<file path="src/rtl/pic_pkg.sv">
// pic_pkg: shared definitions for the picture loader.
//   SYNC_BYTE   - frame start marker accepted in IDLE
//   ADDR_W      - frame-buffer write address width
//   pic_state_e - loader FSM states. StCheck exists only when PIC_LOADER_CSUM_EN is defined.
package pic_pkg;

  localparam int unsigned ADDR_W    = 16;
  localparam logic [7:0]  SYNC_BYTE = 8'hA5;

  typedef enum logic [1:0] {
    StIdle  = 2'd0,
    StLoad  = 2'd1,
`ifdef PIC_LOADER_CSUM_EN
    StCheck = 2'd2,
`endif
    StDone  = 2'd3
  } pic_state_e;

endpackage

</file>
<file path="src/rtl/pic_timeout.sv">
// pic_timeout: idle-cycle watchdog for the picture loader.
//   clk       - clock
//   rst       - synchronous active-high reset
//   enable_i  - count idle cycles while high
//   clear_i   - restart from zero; takes priority over enable_i
//   expired_o - high while enabled and TIMEOUT idle cycles have elapsed
module pic_timeout #(
  parameter int unsigned TIMEOUT = 40000000
) (
  input  logic clk,
  input  logic rst,
  input  logic enable_i,
  input  logic clear_i,
  output logic expired_o
);

  localparam int unsigned      CntW  = $clog2(TIMEOUT + 1);
  localparam logic [CntW-1:0] Limit = CntW'(TIMEOUT);

  logic [CntW-1:0] cnt_q, cnt_d;
  logic            at_limit;

  assign at_limit  = (cnt_q == Limit);
  assign expired_o = enable_i && at_limit;

  always_comb begin
    cnt_d = cnt_q;
    if (clear_i) begin
      cnt_d = '0;
    end else if (enable_i && !at_limit) begin
      // Saturate at the limit so the counter never wraps.
      cnt_d = cnt_q + 1'b1;
    end
  end

  always_ff @(posedge clk) begin
    if (rst) begin
      cnt_q <= '0;
    end else begin
      cnt_q <= cnt_d;
    end
  end

endmodule

</file>
<file path="src/rtl/pic_loader.sv">
// pic_loader: loads one picture from a byte stream into an external frame-buffer RAM.
// A SYNC byte in IDLE starts a frame of PIX_NUM pixel bytes, each written one cycle after
// acceptance at consecutive addresses from 0. An idle gap of TIMEOUT cycles mid-load aborts
// with err set. Optional checksum: define PIC_LOADER_CSUM_EN to require a trailing XOR byte.
// Ports:
//   clk, rst           - clock, synchronous active-high reset
//   s_data/s_valid     - input byte stream; s_ready - byte accepted this cycle when valid
//   wr_en/wr_addr/wr_data - RAM write port
//   busy               - load in progress; frame_done - one-cycle pulse on success
//   err                - sticky error, cleared by the next SYNC or reset
module pic_loader
  import pic_pkg::*;
#(
  parameter int unsigned PIX_NUM = 40000,
  parameter int unsigned TIMEOUT = 40000000
) (
  input  logic              clk,
  input  logic              rst,
  input  logic [7:0]        s_data,
  input  logic              s_valid,
  output logic              s_ready,
  output logic              wr_en,
  output logic [ADDR_W-1:0] wr_addr,
  output logic [7:0]        wr_data,
  output logic              busy,
  output logic              frame_done,
  output logic              err
);

  localparam logic [ADDR_W-1:0] LastPix = ADDR_W'(PIX_NUM - 1);

  pic_state_e        state_q, state_d;
  logic [ADDR_W-1:0] cnt_q, cnt_d;
  logic [ADDR_W-1:0] wr_addr_q, wr_addr_d;
  logic [7:0]        wr_data_q, wr_data_d;
  logic              wr_en_q, wr_en_d;
  logic              err_q, err_d;
  logic              accept;
  logic              expired;
`ifdef PIC_LOADER_CSUM_EN
  logic [7:0]        csum_q, csum_d;
`endif

  assign s_ready    = !rst && (state_q != StDone);
  assign accept     = s_valid && s_ready;
`ifdef PIC_LOADER_CSUM_EN
  assign busy       = (state_q == StLoad) || (state_q == StCheck);
`else
  assign busy       = (state_q == StLoad);
`endif
  assign frame_done = (state_q == StDone);
  assign wr_en      = wr_en_q;
  assign wr_addr    = wr_addr_q;
  assign wr_data    = wr_data_q;
  assign err        = err_q;

  // Idle counter only runs while loading; any accepted byte restarts it.
  pic_timeout #(
    .TIMEOUT (TIMEOUT)
  ) u_timeout (
    .clk       (clk),
    .rst       (rst),
    .enable_i  (busy),
    .clear_i   (accept || !busy),
    .expired_o (expired)
  );

  always_comb begin
    state_d   = state_q;
    cnt_d     = cnt_q;
    err_d     = err_q;
    wr_en_d   = 1'b0;
    wr_addr_d = wr_addr_q;
    wr_data_d = wr_data_q;
`ifdef PIC_LOADER_CSUM_EN
    csum_d    = csum_q;
`endif
    unique case (state_q)
      StIdle: begin
        if (accept && (s_data == SYNC_BYTE)) begin
          state_d = StLoad;
          cnt_d   = '0;
          err_d   = 1'b0;
`ifdef PIC_LOADER_CSUM_EN
          csum_d  = '0;
`endif
        end
      end
      StLoad: begin
        // Acceptance wins over a coincident timeout; 0xA5 here is ordinary pixel data.
        if (accept) begin
          wr_en_d   = 1'b1;
          wr_addr_d = cnt_q;
          wr_data_d = s_data;
`ifdef PIC_LOADER_CSUM_EN
          csum_d    = csum_q ^ s_data;
`endif
          if (cnt_q == LastPix) begin
`ifdef PIC_LOADER_CSUM_EN
            state_d = StCheck;
`else
            state_d = StDone;
`endif
          end else begin
            cnt_d = cnt_q + 1'b1;
          end
        end else if (expired) begin
          err_d   = 1'b1;
          state_d = StIdle;
        end
      end
`ifdef PIC_LOADER_CSUM_EN
      StCheck: begin
        if (accept) begin
          if (s_data == csum_q) begin
            state_d = StDone;
          end else begin
            err_d   = 1'b1;
            state_d = StIdle;
          end
        end else if (expired) begin
          err_d   = 1'b1;
          state_d = StIdle;
        end
      end
`endif
      StDone: begin
        state_d = StIdle;
      end
      default: begin
        state_d = StIdle;
      end
    endcase
  end

  always_ff @(posedge clk) begin
    if (rst) begin
      state_q   <= StIdle;
      cnt_q     <= '0;
      err_q     <= 1'b0;
      wr_en_q   <= 1'b0;
      wr_addr_q <= '0;
      wr_data_q <= '0;
`ifdef PIC_LOADER_CSUM_EN
      csum_q    <= '0;
`endif
    end else begin
      state_q   <= state_d;
      cnt_q     <= cnt_d;
      err_q     <= err_d;
      wr_en_q   <= wr_en_d;
      wr_addr_q <= wr_addr_d;
      wr_data_q <= wr_data_d;
`ifdef PIC_LOADER_CSUM_EN
      csum_q    <= csum_d;
`endif
    end
  end

endmodule

</file>
<file path="config.mk">
export PLATFORM = sky130hd
export DESIGN_NAME = pic_loader
export DESIGN_NICKNAME = d
export VERILOG_FILES = /design/src/rtl/pic_pkg.sv /design/src/rtl/pic_timeout.sv /design/src/rtl/pic_loader.sv
export SDC_FILE = /design/constraint.sdc
export NUM_CORES = 1
export LEC_CHECK = 0
export BUFFER_PORTS_ARGS = -buffer_cell sky130_fd_sc_hd__buf_4
export CAP_MARGIN = 0
export CORE_MARGIN = 5
export CORE_UTILIZATION = 40
export CTS_CLUSTER_SIZE = 30
export DETAILED_ROUTE_END_ITERATION = 16
export PLACE_DENSITY = 0.56
export SETUP_SLACK_MARGIN = 0.3
export SLEW_MARGIN = 10
export SYNTH_ARGS = -nofsm -noshare
export SYNTH_HDL_FRONTEND = slang
export SYNTH_SLANG_ARGS = --single-unit
</file>
<file path="constraint.sdc">
create_clock -name clk -period 4.8 [get_ports clk]
set_input_delay 0.48 -clock clk [delete_from_list [all_inputs] [get_ports clk]]
set_output_delay 0.48 -clock clk [all_outputs]
set_load 0.02 [all_outputs]
</file>
==> Word level (Yosys, flattened, before mapping) <==
Cells that the tools add are included.
{ "word_totals": {"regBits": 70, "out_inout_bits": 29} }
{ "op_classes": {"addsub": 2, "eq_ne": 13, "n_mux": 14, "n_bitwise": 1, "n_reduce_logical": 17} }
{ "op_table": {"columns": ["op", "count"], "rows": [
  ["16-bit 2-to-1 mux", 3],
  ["16-bit case mux with 2 select lines", 1],
  ["26-bit by 1-bit adder with 26-bit output (second input constant)", 1],
  ["26-bit equality test (second input constant)", 1],
  ["16-bit by 1-bit adder with 16-bit output (second input constant)", 1],
  ["16-bit equality test (second input constant)", 1],
  ["8-bit equality test (second input constant)", 1],
  ["2-bit 2-to-1 mux", 4],
  ["2-bit != test (second input constant)", 4],
  ["4-bit AND reduction", 2],
  ["1-bit logical AND", 5],
  ["1-bit 2-to-1 mux", 4],
  ["2-bit by 1-bit != test with 1-bit output (second input constant)", 2],
  ["2-bit case mux with 2 select lines", 1],
  ["2-bit OR reduction", 2],
  ["1-bit logical NOT", 3],
  ["3-bit by 1-bit != test with 1-bit output (second input constant)", 1],
  ["3-bit by 2-bit != test with 1-bit output (second input constant)", 1],
  ["3-bit AND reduction", 1],
  ["2-bit by 1-bit equality test with 1-bit output (second input constant)", 1],
  ["2-bit equality test (second input constant)", 1],
  ["2-bit logical NOT", 1],
  ["1-bit case mux with 2 select lines", 1],
  ["2-bit AND reduction", 1],
  ["3 further kinds", 3]
]} }

==> Logic depth before layout (Yosys ltp) <==
Gate-level depths: netlist of the first run.
{ "logic_depth": {"ltp_word": 6, "ltp_mapped": 8, "ltp_nobuf": 6} }

==> Hierarchy <==
Synthesis of the first run repeated with hierarchy kept, for this count alone.
{ "unflattened": {"cells_unflattened": 391, "area_unflattened_um2": 3225.6} }
{ "modules_own_cells": {"columns": ["mod", "n_inst", "cells_each", "area_per_inst_um2"], "rows": [
  ["pic_loader", 1, 236, 1925.6],
  ["pic_timeout", 1, 155, 1300.0]
]} }

==> Worst setup path after synthesis of the first run <==
OpenSTA, ideal clock, no wires.
{ "synth_path": {"path_type": "input to register", "from": "input port s_data[1]", "to": "register cnt_q[12]", "setup_ns": 0.128, "arrival_ns": 1.862, "t_required_ns": 4.672, "slack_ns": 2.810, "stages": 6, "path_buffers": 1, "path_cell_list": "or3b_1 -> or4_1 -> buf_2 -> o211a_1 -> o21ai_1 -> o41ai_1"} }
{ "synth_between": {"elab_chain_cells": 4} }
{ "synth_lines": {"columns": ["item", "line_no", "source"], "rows": [
  ["from (decl)", "pic_loader.sv:19", "input logic [7:0] s_data,"],
  ["8-bit equality test", "pic_loader.sv:80", "if (accept && (s_data == SYNC_BYTE)) begin"],
  ["1-bit logical AND", "pic_loader.sv:80", null],
  ["2-bit != test (no line)", null, null],
  ["4-bit AND reduction (no line)", null, null],
  ["to (signal assigned)", "pic_loader.sv:149", "cnt_q <= cnt_d;"],
  ["to (decl)", "pic_loader.sv:33", "logic [ADDR_W-1:0] cnt_q, cnt_d;"]
]} }
No other way between the ends.
A chain may end at the register's enable or synchronous reset.

==> Worst setup path in the final report of the first run <==
{ "layout_path": {"from": "register state_q[1]", "to": "register cnt_q[9]"} }
{ "layout_between": {"elab_chain_cells": 6, "elab_cells_between_ends": 12, "cone_classes": "eq/ne: 5; mux: 1; reduce/logical: 6"} }
{ "layout_lines": {"columns": ["item", "line_no", "source"], "rows": [
  ["from (decl)", "pic_loader.sv:32", "pic_state_e state_q, state_d;"],
  ["from (signal assigned)", "pic_loader.sv:138", "state_q <= StIdle;"],
  ["from (signal assigned)", "pic_loader.sv:148", "state_q <= state_d;"],
  ["2-bit != test", "pic_loader.sv:44", "assign s_ready = !rst && (state_q != StDone);"],
  ["1-bit logical AND", "pic_loader.sv:44", null],
  ["1-bit logical AND", "pic_loader.sv:45", "assign accept = s_valid && s_ready;"],
  ["1-bit logical AND", "pic_loader.sv:80", null],
  ["2-bit != test (no line)", null, null],
  ["4-bit AND reduction (no line)", null, null]
]} }
Parallel ways exist; a longest one is shown, timed or not.

==> results of run 1 <==
==> layer usage <==
layer | track usage | share of wire | vias to the layer above
li1 | - | - | 1480
met1 | 0.252 | 0.51 | 1351
met2 | 0.217 | 0.41 | 82
met3 | 0.0410 | 0.070 | 9
met4 | 0.0560 | 0.011 | 0
met5 | 0 | 0 | -
==> synthesized netlist by cell type, drive strengths merged, types with 7 or more instances <==
library cell	instances	area, um2
nand3	18	90.1
dfxtp	70	1400
a31oi	10	62.6
inv	9	33.8
a21oi	28	140
o21ai	15	75.1
nor4	14	100
clkbuf	13	48.8
nor2	33	124
nand4	12	81.3
nand2	76	300
buf	7	35.0
xnor2	15	131
nor3	12	60.1
==> tightest hold or removal path, cell delays in order <==
cell and delay (ps):
buf_4 110, nand2_1 50, a21oi_1 50
==> registers in the layout, summed over array words and instances (netlist names) <==
name             count
wr_data              8
err                  1
wr_addr             16
cnt_q               16
wr_en                1
state_q              2
u_timeout.cnt_q     26
==> cells in the final DEF (no fill, tap or decap), types with 4 or more instances in the layout <==
master,synthesis,final
dfxtp_1,70,70
nor3_1,12,12
nand2_1,74,74
o21ai_1,5,5
nand4_1,11,11
or4_1,5,5
and2_1,4,4
nor2_1,33,33
xor2_1,6,6
o21ai_0,10,10
nor4_1,12,12
or3_1,6,6
and3_1,4,4
a21oi_1,28,28
buf_4,0,40
clkbuf_8,0,10
clkinv_2,0,4
a31oi_1,10,10
inv_1,9,9
xnor2_1,15,15
nand3_1,18,18
==> metrics by stage <==
step / hold WS (ps) / setup WS [ps] / cells / total power [mW] / instance area, um2
after detailed placement: 447 / 2080 / 522 / 0.617 / 3590
final: 382 / 2080 / 538 / 1.03 / 3770
after floorplan: 435 / 2810 / 400 / 0.605 / 3250
after CTS: 376 / 2060 / 538 / 1.04 / 3770
after global routing: 370 / 1720 / 538 / 1.07 / 3770
after global placement: 444 / 2180 / 522 / 0.617 / 3590
==> how the worst min path moves through the flow <==
stage                            start                      end  cells after the start
2_1_floorplan  state_q[1]$_SDFFE_PP0P_  state_q[0]$_SDFFE_PP0P_                      1
3_3_place_gp   wr_data[4]$_SDFFE_PP0P_  wr_data[4]$_SDFFE_PP0P_                      2
3_5_place_dp   wr_addr[7]$_SDFFE_PP0P_  wr_addr[7]$_SDFFE_PP0P_                      2
4_1_cts                      s_data[5]  wr_data[5]$_SDFFE_PP0P_                      3
5_1_grt                      s_data[5]  wr_data[5]$_SDFFE_PP0P_                      3
6_report                     s_data[4]  wr_data[4]$_SDFFE_PP0P_                      3
==> logic make-up after synthesis <==
family,after synthesis,synth area share
buffers and inverters,32,0.0397
AO/OA/AOI/OAI,69,0.132
multiplexers,1,0.00308
AND/OR/NAND/NOR,204,0.326
adder cells (fa/ha/maj),3,0.0116
flip-flops,70,0.432
XOR/XNOR,21,0.0566
==> final cells by class <==
| class | count | share of cell area |
|---|---|---|
| timing repair buffer | 40 | 0.0797 |
| inverter | 12 | 0.0120 |
| multi-input combinational | 298 | 0.456 |
| clock inverter | 6 | 0.00997 |
| sequential | 70 | 0.372 |
| tap | 102 | 0.0339 |
| clock buffer | 10 | 0.0365 |
==> power breakdown <==
group / internal (mW) / total (mW) / switching (mW)
clock network: 0.200 / 0.430 / 0.231
logic: 0.00824 / 0.0229 / 0.0147
registers: 0.580 / 0.580 / 0.0000312
==> results.md, run 1 <==
* Multi-input logic area at 1720 um2
* Slowest stage delay, CP at 610 ps
* GRT overflow at 0
* Syn Nets at 414
* Synth Area per Inst at 8.12 um2
* Worst Path Max Fanout at 26
* Share of cells above drive strength 1 at 0.151
* Post-synth EDFFs at 0
* Syn Inst Count at 400
* IR drop worst, VDD at 0.154 mV
* Clk root buf: clkbuf_8
* Utilization after layout at 0.482
* Resized Gates After CTS at 0
* Antenna violations before repair at 0
* CP arrival at 2960 ps
* Fraction of registers with async set/reset at 0
* Fin. Hold Viols at 0
* Num CTS Buffers at 9
* Worst R2R End: cnt_q[9]$_SDFFE_PP0P_
* Worst min path class: primary input to flop
* Reg2reg setup slack at 2080 ps
* Fin crit share at 0.567
* Clock Latency Late Sink at 350 ps
* DR vias at 2922
* Clk slew on worst S/H paths at 80 ps
* Register area share after synthesis at 0.432
* Sequential Area at 1400 um2
* H-tree depth at 3
* First-pass GRT wire length at 13100 um
* # clock sinks at 70
* Yosys warnings at 0
* Post CTS Setup Buffer Count at 0
* Worst setup path end: cnt_q[9]$_SDFFE_PP0P_
* Max cap viols at 0
* Setup TNS at 0 ps
* Clk_skew at 8.29 ps
* Most used DFF post-synth: dfxtp_1
* P per Cell Area at 274 nW/um2
* Max frequency at 0.367 GHz
* Die Span X at 100 um
* Row Count at 32
* HPWL Detailed at 5430 um
* Critical Path Sink Type: flop
* Clock Tree Buf Depth at 2
* DRC at 0
* Outcome: finished clean
* Critical Path Stages at 6
* Worst path cell trace: nand2b_1 -> clkinv_1 -> nand2_1 -> clkinv_1 -> nand2_1 -> o31ai_1
* Routed WL at 8000 um
* First drt pass iteration count at 4
* Gpl congestion at 0.880
* Required @ worst endpoint at 5040 ps
* Total GRT Usage at 0.163
* Layout fillers at 780
* Wire per inst at 14.9 um
* Critical path's top delay family: buffers and inverters
* Port Buffer Count at 39
* Largest net degree at the start of global routing at 40
* Vias/cell at 5.43
* Post-Syn Area at 3250 um2
* Reg2Reg Depth at 6
* Area growth, synth to finish at 16.0%
* Leak Pwr at 1.23 nW
* Cell variety after synth at 47
* # diodes at 0
* Core Area at 7810 um2
* Post-route ant nets at 0
* Unrepaired setup endpoints after global routing: no
* Initial core utilization at 0.416
* Worst slew margin at 0.425
* Critical Path Start: state_q[1]$_SDFFE_PP0P_
* DRC marker count from the first detailed-route iteration at 175
* I/O pin count at 40
* Register bit total from synthesis at 70
* # hold bufs at CTS at 0
* Fin. max-slew vios at 0
* CTS tree: yes
* Crit start category: flop
* Actual slew at the worst max-slew pin at 861 ps
* CP max-delay cell: clkinv_1
* Die ar. at 10000 um2
* FF-to-FF Start: state_q[1]$_SDFFE_PP0P_
* Worst path bufs/invs at 2
* Final setup fails at 0
* Nets at 445
* Vias in the first global route at 2570
* Chip height at 100 um
* Post-layout min period at 2720 ps
* Critical path class: flop to flop
(Power assumes the default switching activity.)
==> run 2: changes to the inputs <==
- clock period: 4.8 -> 2.6 ns (I/O delays scaled with it)
==> run 2 against run 1 <==
Compared with the run above:
- clock-buffer cell count rose by 1
- worst hold slack worse by 210 ps
- clock power up 94%
- wire length grew 1.1%
- largest cell class unchanged
==> results.md, run 2 (synthesis results as in run 1) <==
* Max cap viols at 0 (unchanged)
* Worst R2R End: cnt_q[3]$_SDFFE_PP0P_
* Critical path class: flop to flop
* WHS Path Cells at 3 (unchanged)
* Hold Path Sink: wr_data[4]$_SDFFE_PP0P_
* Leak Pwr at 1.27 nW (+3.3%)
* HPWL Detailed at 5600 um (+3.1%)
* Clock Latency Late Sink at 340 ps (about the same)
* Wire per inst at 14.9 um (about the same)
* Reg2reg setup slack at 590 ps (-1490 ps)
* DP Area at 3660 um2 (+1.9%)
* Post-route design area at 3830 um2 (+1.8%)
* Outcome: finished clean
* Multi-input logic area at 1720 um2 (unchanged)
* Overall power at 1.95 mW (+89%)
* Vias/cell at 5.36 (-1.2%)
* Post-route ant nets at 0 (unchanged)
* DR vias at 2918 (-0.14%)
* Largest net degree at the start of global routing at 40 (unchanged)
* Max FFs per register at 26 (unchanged)
* DRC marker count from the first detailed-route iteration at 117 (-33%)
* Fin. Hold Viols at 0 (unchanged)
* Worst path cell trace: ha_1 -> nand4_1 -> nor4_1 -> o211a_1 -> o21ai_1 -> o41ai_1
* Worst path bufs/invs at 0 (-2)
* Critical path's top delay family: simple AND/OR/NAND/NOR gates
* # hold bufs at CTS at 0 (unchanged)
* Port Buffer Count at 39 (unchanged)
* Post-layout min period at 2010 ps (-710 ps)
* Area growth, synth to finish at 18.1%
* Worst min path class: primary input to flop
* Most common cell after layout, fill and taps aside: nand2_1
* Die ar. at 10000 um2 (unchanged)
* Actual slew at the worst max-slew pin at 486 ps (-375 ps)
* Clk_skew at 7.06 ps (-1.23 ps)
* Clk slew on worst S/H paths at 70 ps (about the same)
* FF-to-FF Start: cnt_q[0]$_SDFFE_PP0P_
* Reg2Reg Depth at 6 (unchanged)
* Share of cells above drive strength 1 at 0.161 (+0.00926)
* First-pass GRT wire length at 13600 um (+4.2%)
* Antenna violations before repair at 0 (unchanged)
* Final setup fails at 0 (unchanged)
* Utilization after layout at 0.491 (+0.00881)
* Nets at 454 (+2.0%)
* First drt pass iteration count at 4 (unchanged)
* CP max-delay cell: nor4_1
* Slowest stage delay, CP at 500 ps (-110 ps)
* Clk root buf: clkbuf_8
* Sequential Area at 1400 um2 (unchanged)
* Crit start category: flop
* Total GRT Usage at 0.168 (+0.00453)
* Max frequency at 0.497 GHz (+35%)
* Die Span X at 100 um (unchanged)
* Worst Path Max Fanout at 7 (-73%)
* GRT overflow at 0 (unchanged)
* Initial core utilization at 0.416 (unchanged)
* P per Cell Area at 508 nW/um2 (+85%)
* Worst slew margin at 0.673 (+0.249)
* Hold_sp: s_data[4]
* Chip height at 100 um (unchanged)
* Critical Path Sink Type: flop
* Resized Gates After CTS at 0 (unchanged)
* Clock Tree Buf Depth at 2 (unchanged)
* Fin. max-slew vios at 0 (unchanged)
* Setup TNS at 0 ps (unchanged)
* DRC at 0 (unchanged)
* Num CTS Buffers at 9 (unchanged)
* Unrepaired setup endpoints after global routing: no
* Layout fillers at 784 (+0.51%)
* Fin crit share at 0.775 (+0.207)
* H-tree depth at 3 (unchanged)
* # diodes at 0 (unchanged)
* Post CTS Setup Buffer Count at 0 (unchanged)
* Core Area at 7810 um2 (unchanged)
* Routed WL at 8090 um (+1.1%)
* Commonest non-fill, non-tap cells in the layout: nand2_1, dfxtp_1, buf_4, nor2_1, a21oi_1
* I/O pin count at 40 (unchanged)
* # clock sinks at 70 (unchanged)
* Largest reg by FF count: u_timeout.cnt_q
* CTS tree: yes
* Row Count at 32 (unchanged)
* Vias in the first global route at 2672 (+4.0%)
* Required @ worst endpoint at 2840 ps (-2200 ps)
* Gpl congestion at 0.829 (-5.8%)
* CP arrival at 2250 ps (-710 ps)
* IR drop worst, VDD at 0.244 mV (+58%)
* Critical Path Start: cnt_q[0]$_SDFFE_PP0P_
* Critical Path Stages at 6 (unchanged)
run 2: cell count changes in the layout (fill, tap and decap cells not counted):
cell and change:
clkinv_2 -3, clkbuf_1 +1, buf_4 +9, bufinv_16 +1
clkinv_4 -2
run 2: through the flow:
step,cells,setup WS [ps],hold WS (ps)
after CTS,544,611,165
after detailed placement,531,627,448
after floorplan,400,830,396
after global routing,544,423,160
after global placement,531,658,442
final,544,586,172
run 2: area by class of cell:
cell class / count / area share
clock buffer: 11 / 0.0369
clock inverter: 2 / 0.00914
inverter: 12 / 0.0117
multi-input combinational: 298 / 0.448
sequential: 70 / 0.365
tap: 102 / 0.0333
timing repair buffer: 49 / 0.0959
run 2: report_power, final:
group	switching [mW]	total, mW	internal, mW
clock network	0.382	0.835	0.452
logic	0.0273	0.0426	0.0153
registers	0.0000547	1.07	1.07
run 2: layer usage:
metal  up-vias  track usage  wire, um
li1       1491            -         -
met1      1343        0.258      4220
met2        75        0.225      3240
met3         9       0.0466       525
met4         0       0.0497       106
met5         -            0         0
run 2: worst register-to-register path: stages (launching register included):
cell and delay, ps:
dfxtp_1 410, ha_1 230, nand4_1 250, nor4_1 500, o211a_1 350, o21ai_1 110
o41ai_1 70
run 2: how the worst max path moves through the flow:
stage | endpoint | slack, ps
2_1_floorplan | cnt_q[12]$_SDFFE_PP0P_ | 830
4_1_cts | cnt_q[3]$_SDFFE_PP0P_ | 610
3_5_place_dp | cnt_q[3]$_SDFFE_PP0P_ | 630
6_report | cnt_q[3]$_SDFFE_PP0P_ | 590
5_1_grt | cnt_q[14]$_SDFFE_PP0P_ | 420
3_3_place_gp | cnt_q[14]$_SDFFE_PP0P_ | 660
==> run 3: changes to the inputs <==
- PLACE_DENSITY: 0.56 -> 0.58
- clock period: 2.6 -> 1.8 ns (I/O delays scaled with it)
==> run 3 against run 2 <==
Compared with the run above:
- flip-flop and latch count unchanged
- worst hold slack got worse by 130 ps
- final cell count is 12% higher
- largest cell class unchanged
- highest routed layer unchanged
==> results.md, run 3 (synthesis results as in run 1) <==
* Post-route design area at 4930 um2 (+28%)
* Num CTS Buffers at 9 (unchanged)
* I/O pin count at 40 (unchanged)
* Outcome: finished clean
* CTS tree: yes
* Clock Tree Buf Depth at 2 (unchanged)
* Fin. max-slew vios at 0 (unchanged)
* Worst min path class: primary input to flop
* Unrepaired setup endpoints after global routing: yes
* Final setup fails at 0 (unchanged)
* First-pass GRT wire length at 15100 um (+11%)
* Initial core utilization at 0.416 (unchanged)
* Port Buffer Count at 39 (unchanged)
* # diodes at 0 (unchanged)
* DRC at 0 (unchanged)
* # clock sinks at 70 (unchanged)
* Die ar. at 10000 um2 (unchanged)
* GRT overflow at 0 (unchanged)
* Utilization after layout at 0.631 (+0.140)
* Actual slew at the worst max-slew pin at 353 ps (-133 ps)
* H-tree depth at 3 (unchanged)
* First drt pass iteration count at 4 (unchanged)
* Required @ worst endpoint at 2060 ps (-780 ps)
* IR drop worst, VDD at 0.334 mV (+37%)
* Area growth, synth to finish at 51.7%
* DRC marker count from the first detailed-route iteration at 143 (+22%)
* Clock Latency Late Sink at 360 ps (+20 ps)
* Chip height at 100 um (unchanged)
* Worst Path Max Fanout at 5 (-2)
* Fin. Hold Viols at 0 (unchanged)
* Layout fillers at 679 (-13%)
* Gpl congestion at 0.869 (+4.9%)
* Vias in the first global route at 3076 (+15%)
* Antenna violations before repair at 0 (unchanged)
* Largest reg by FF count: u_timeout.cnt_q
* DR vias at 3339 (+14%)
* Clk_skew at 5.79 ps (-1.28 ps)
* Critical path class: flop to flop
* P per Cell Area at 656 nW/um2 (+29%)
* CP arrival at 1990 ps (-260 ps)
* Die Span X at 100 um (unchanged)
* Largest net degree at the start of global routing at 26 (-35%)
* Setup TNS at 0 ps (unchanged)
* DP Area at 4030 um2 (+10%)
* Total GRT Usage at 0.189 (+0.0207)
* Clk root buf: clkbuf_8
* Vias/cell at 5.46 (+1.9%)
* Crit start category: flop
* Wire per inst at 15.8 um (+6.5%)
* Hold slack at 44.9 ps (-127 ps)
* Core Area at 7810 um2 (unchanged)
* HPWL Detailed at 6360 um (+14%)
* Max FFs per register at 26 (unchanged)
* Row Count at 32 (unchanged)
* Post-layout min period at 1720 ps (-290 ps)
* Most common cell after layout, fill and taps aside: buf_4
* Leak Pwr at 1.94 nW (+53%)
* Max frequency at 0.580 GHz (+17%)
* # hold bufs at CTS at 0 (unchanged)
* Post-route ant nets at 0 (unchanged)
* Share of cells above drive strength 1 at 0.418 (+0.258)
* Worst slew margin at 0.761 (+0.0881)
* Fin crit share at 0.958 (+0.183)
* Routed WL at 9680 um (+20%)
* Commonest non-fill, non-tap cells in the layout: buf_4, nand2_1, dfxtp_1, nor2_1, a21oi_1
* Clk slew on worst S/H paths at 70 ps (about the same)
* Critical Path Sink Type: flop
* Nets at 518 (+14%)
* Max cap viols at 0 (unchanged)
-- run 3: changes by cell type in the layout (fill, tap and decap cells not counted), moves of 8 or more --
cell | before | now
dfxtp_2 | 0 | 20
nor4_1 | 12 | 4
nor3_1 | 12 | 3
dfxtp_1 | 70 | 41
dfxtp_4 | 0 | 9
buf_6 | 0 | 9
nor4_4 | 0 | 9
buf_4 | 49 | 98
-- run 3: timing repair --
item	CTS	global route
cloned	0	2
gates resized for setup	43	55
buffers inserted	14	12
endpoints found under the setup margin	64	37
pin swaps	7	33
-- run 3: area by class of cell --
cell class | instances | area, um2 | share of cell area
Inverter | 12 | 53.8 | 0.0109
Clock buffer | 13 | 159 | 0.0323
Timing Repair Buffer | 113 | 962 | 0.195
Clock inverter | 3 | 90.1 | 0.0183
Tap cell | 102 | 128 | 0.0259
Multi-Input combinational cell | 298 | 2070 | 0.421
Sequential cell | 70 | 1460 | 0.296
-- run 3: worst max-delay path: stages (launching register included) --
cell      delay, ps
dfxtp_2         360
ha_4            150
buf_6            80
nand4b_1         80
or4_4           520
nand2_4         140
nand2_4          90
a311oi_2        200
-- run 3: final timing paths --
| check | startpoint | to | slack [ps] | depth (start not counted) |
|---|---|---|---|---|
| hold reg to reg | wr_addr[5]$_SDFFE_PP0P_ | wr_addr[5]$_SDFFE_PP0P_ | 460 | 2 |
| setup / recovery | cnt_q[1]$_SDFFE_PP0P_ | cnt_q[7]$_SDFFE_PP0P_ | 80 | 7 |
| hold / removal | rst | state_q[0]$_SDFFE_PP0P_ | 40 | 2 |
| setup reg to reg | cnt_q[1]$_SDFFE_PP0P_ | cnt_q[7]$_SDFFE_PP0P_ | 80 | 7 |
-- run 3: power by group --
group | leakage, nW | internal, mW | switching (mW)
combinational | 1.23 | 0.0327 | 0.0471
clock | 0.124 | 0.999 | 0.621
sequential | 0.581 | 1.53 | 0.0000906
total | 1.94 | 2.56 | 0.668
-- run 3: metal layers --
layer  share of wire  GRT usage
met1            0.47      0.256
met4           0.019     0.0736
met3           0.049     0.0361
met2            0.46      0.297
met5               0          0
-- run 3: through the flow --
step                      worst slack (ps)  total power [mW]  std cells
after floorplan                        177              1.62        400
after global placement               -39.0              1.66        567
after detailed placement             -53.8              1.66        567
after CTS                              101              3.24        597
after global routing                 -75.6              3.33        611
final                                 76.3              3.23        611
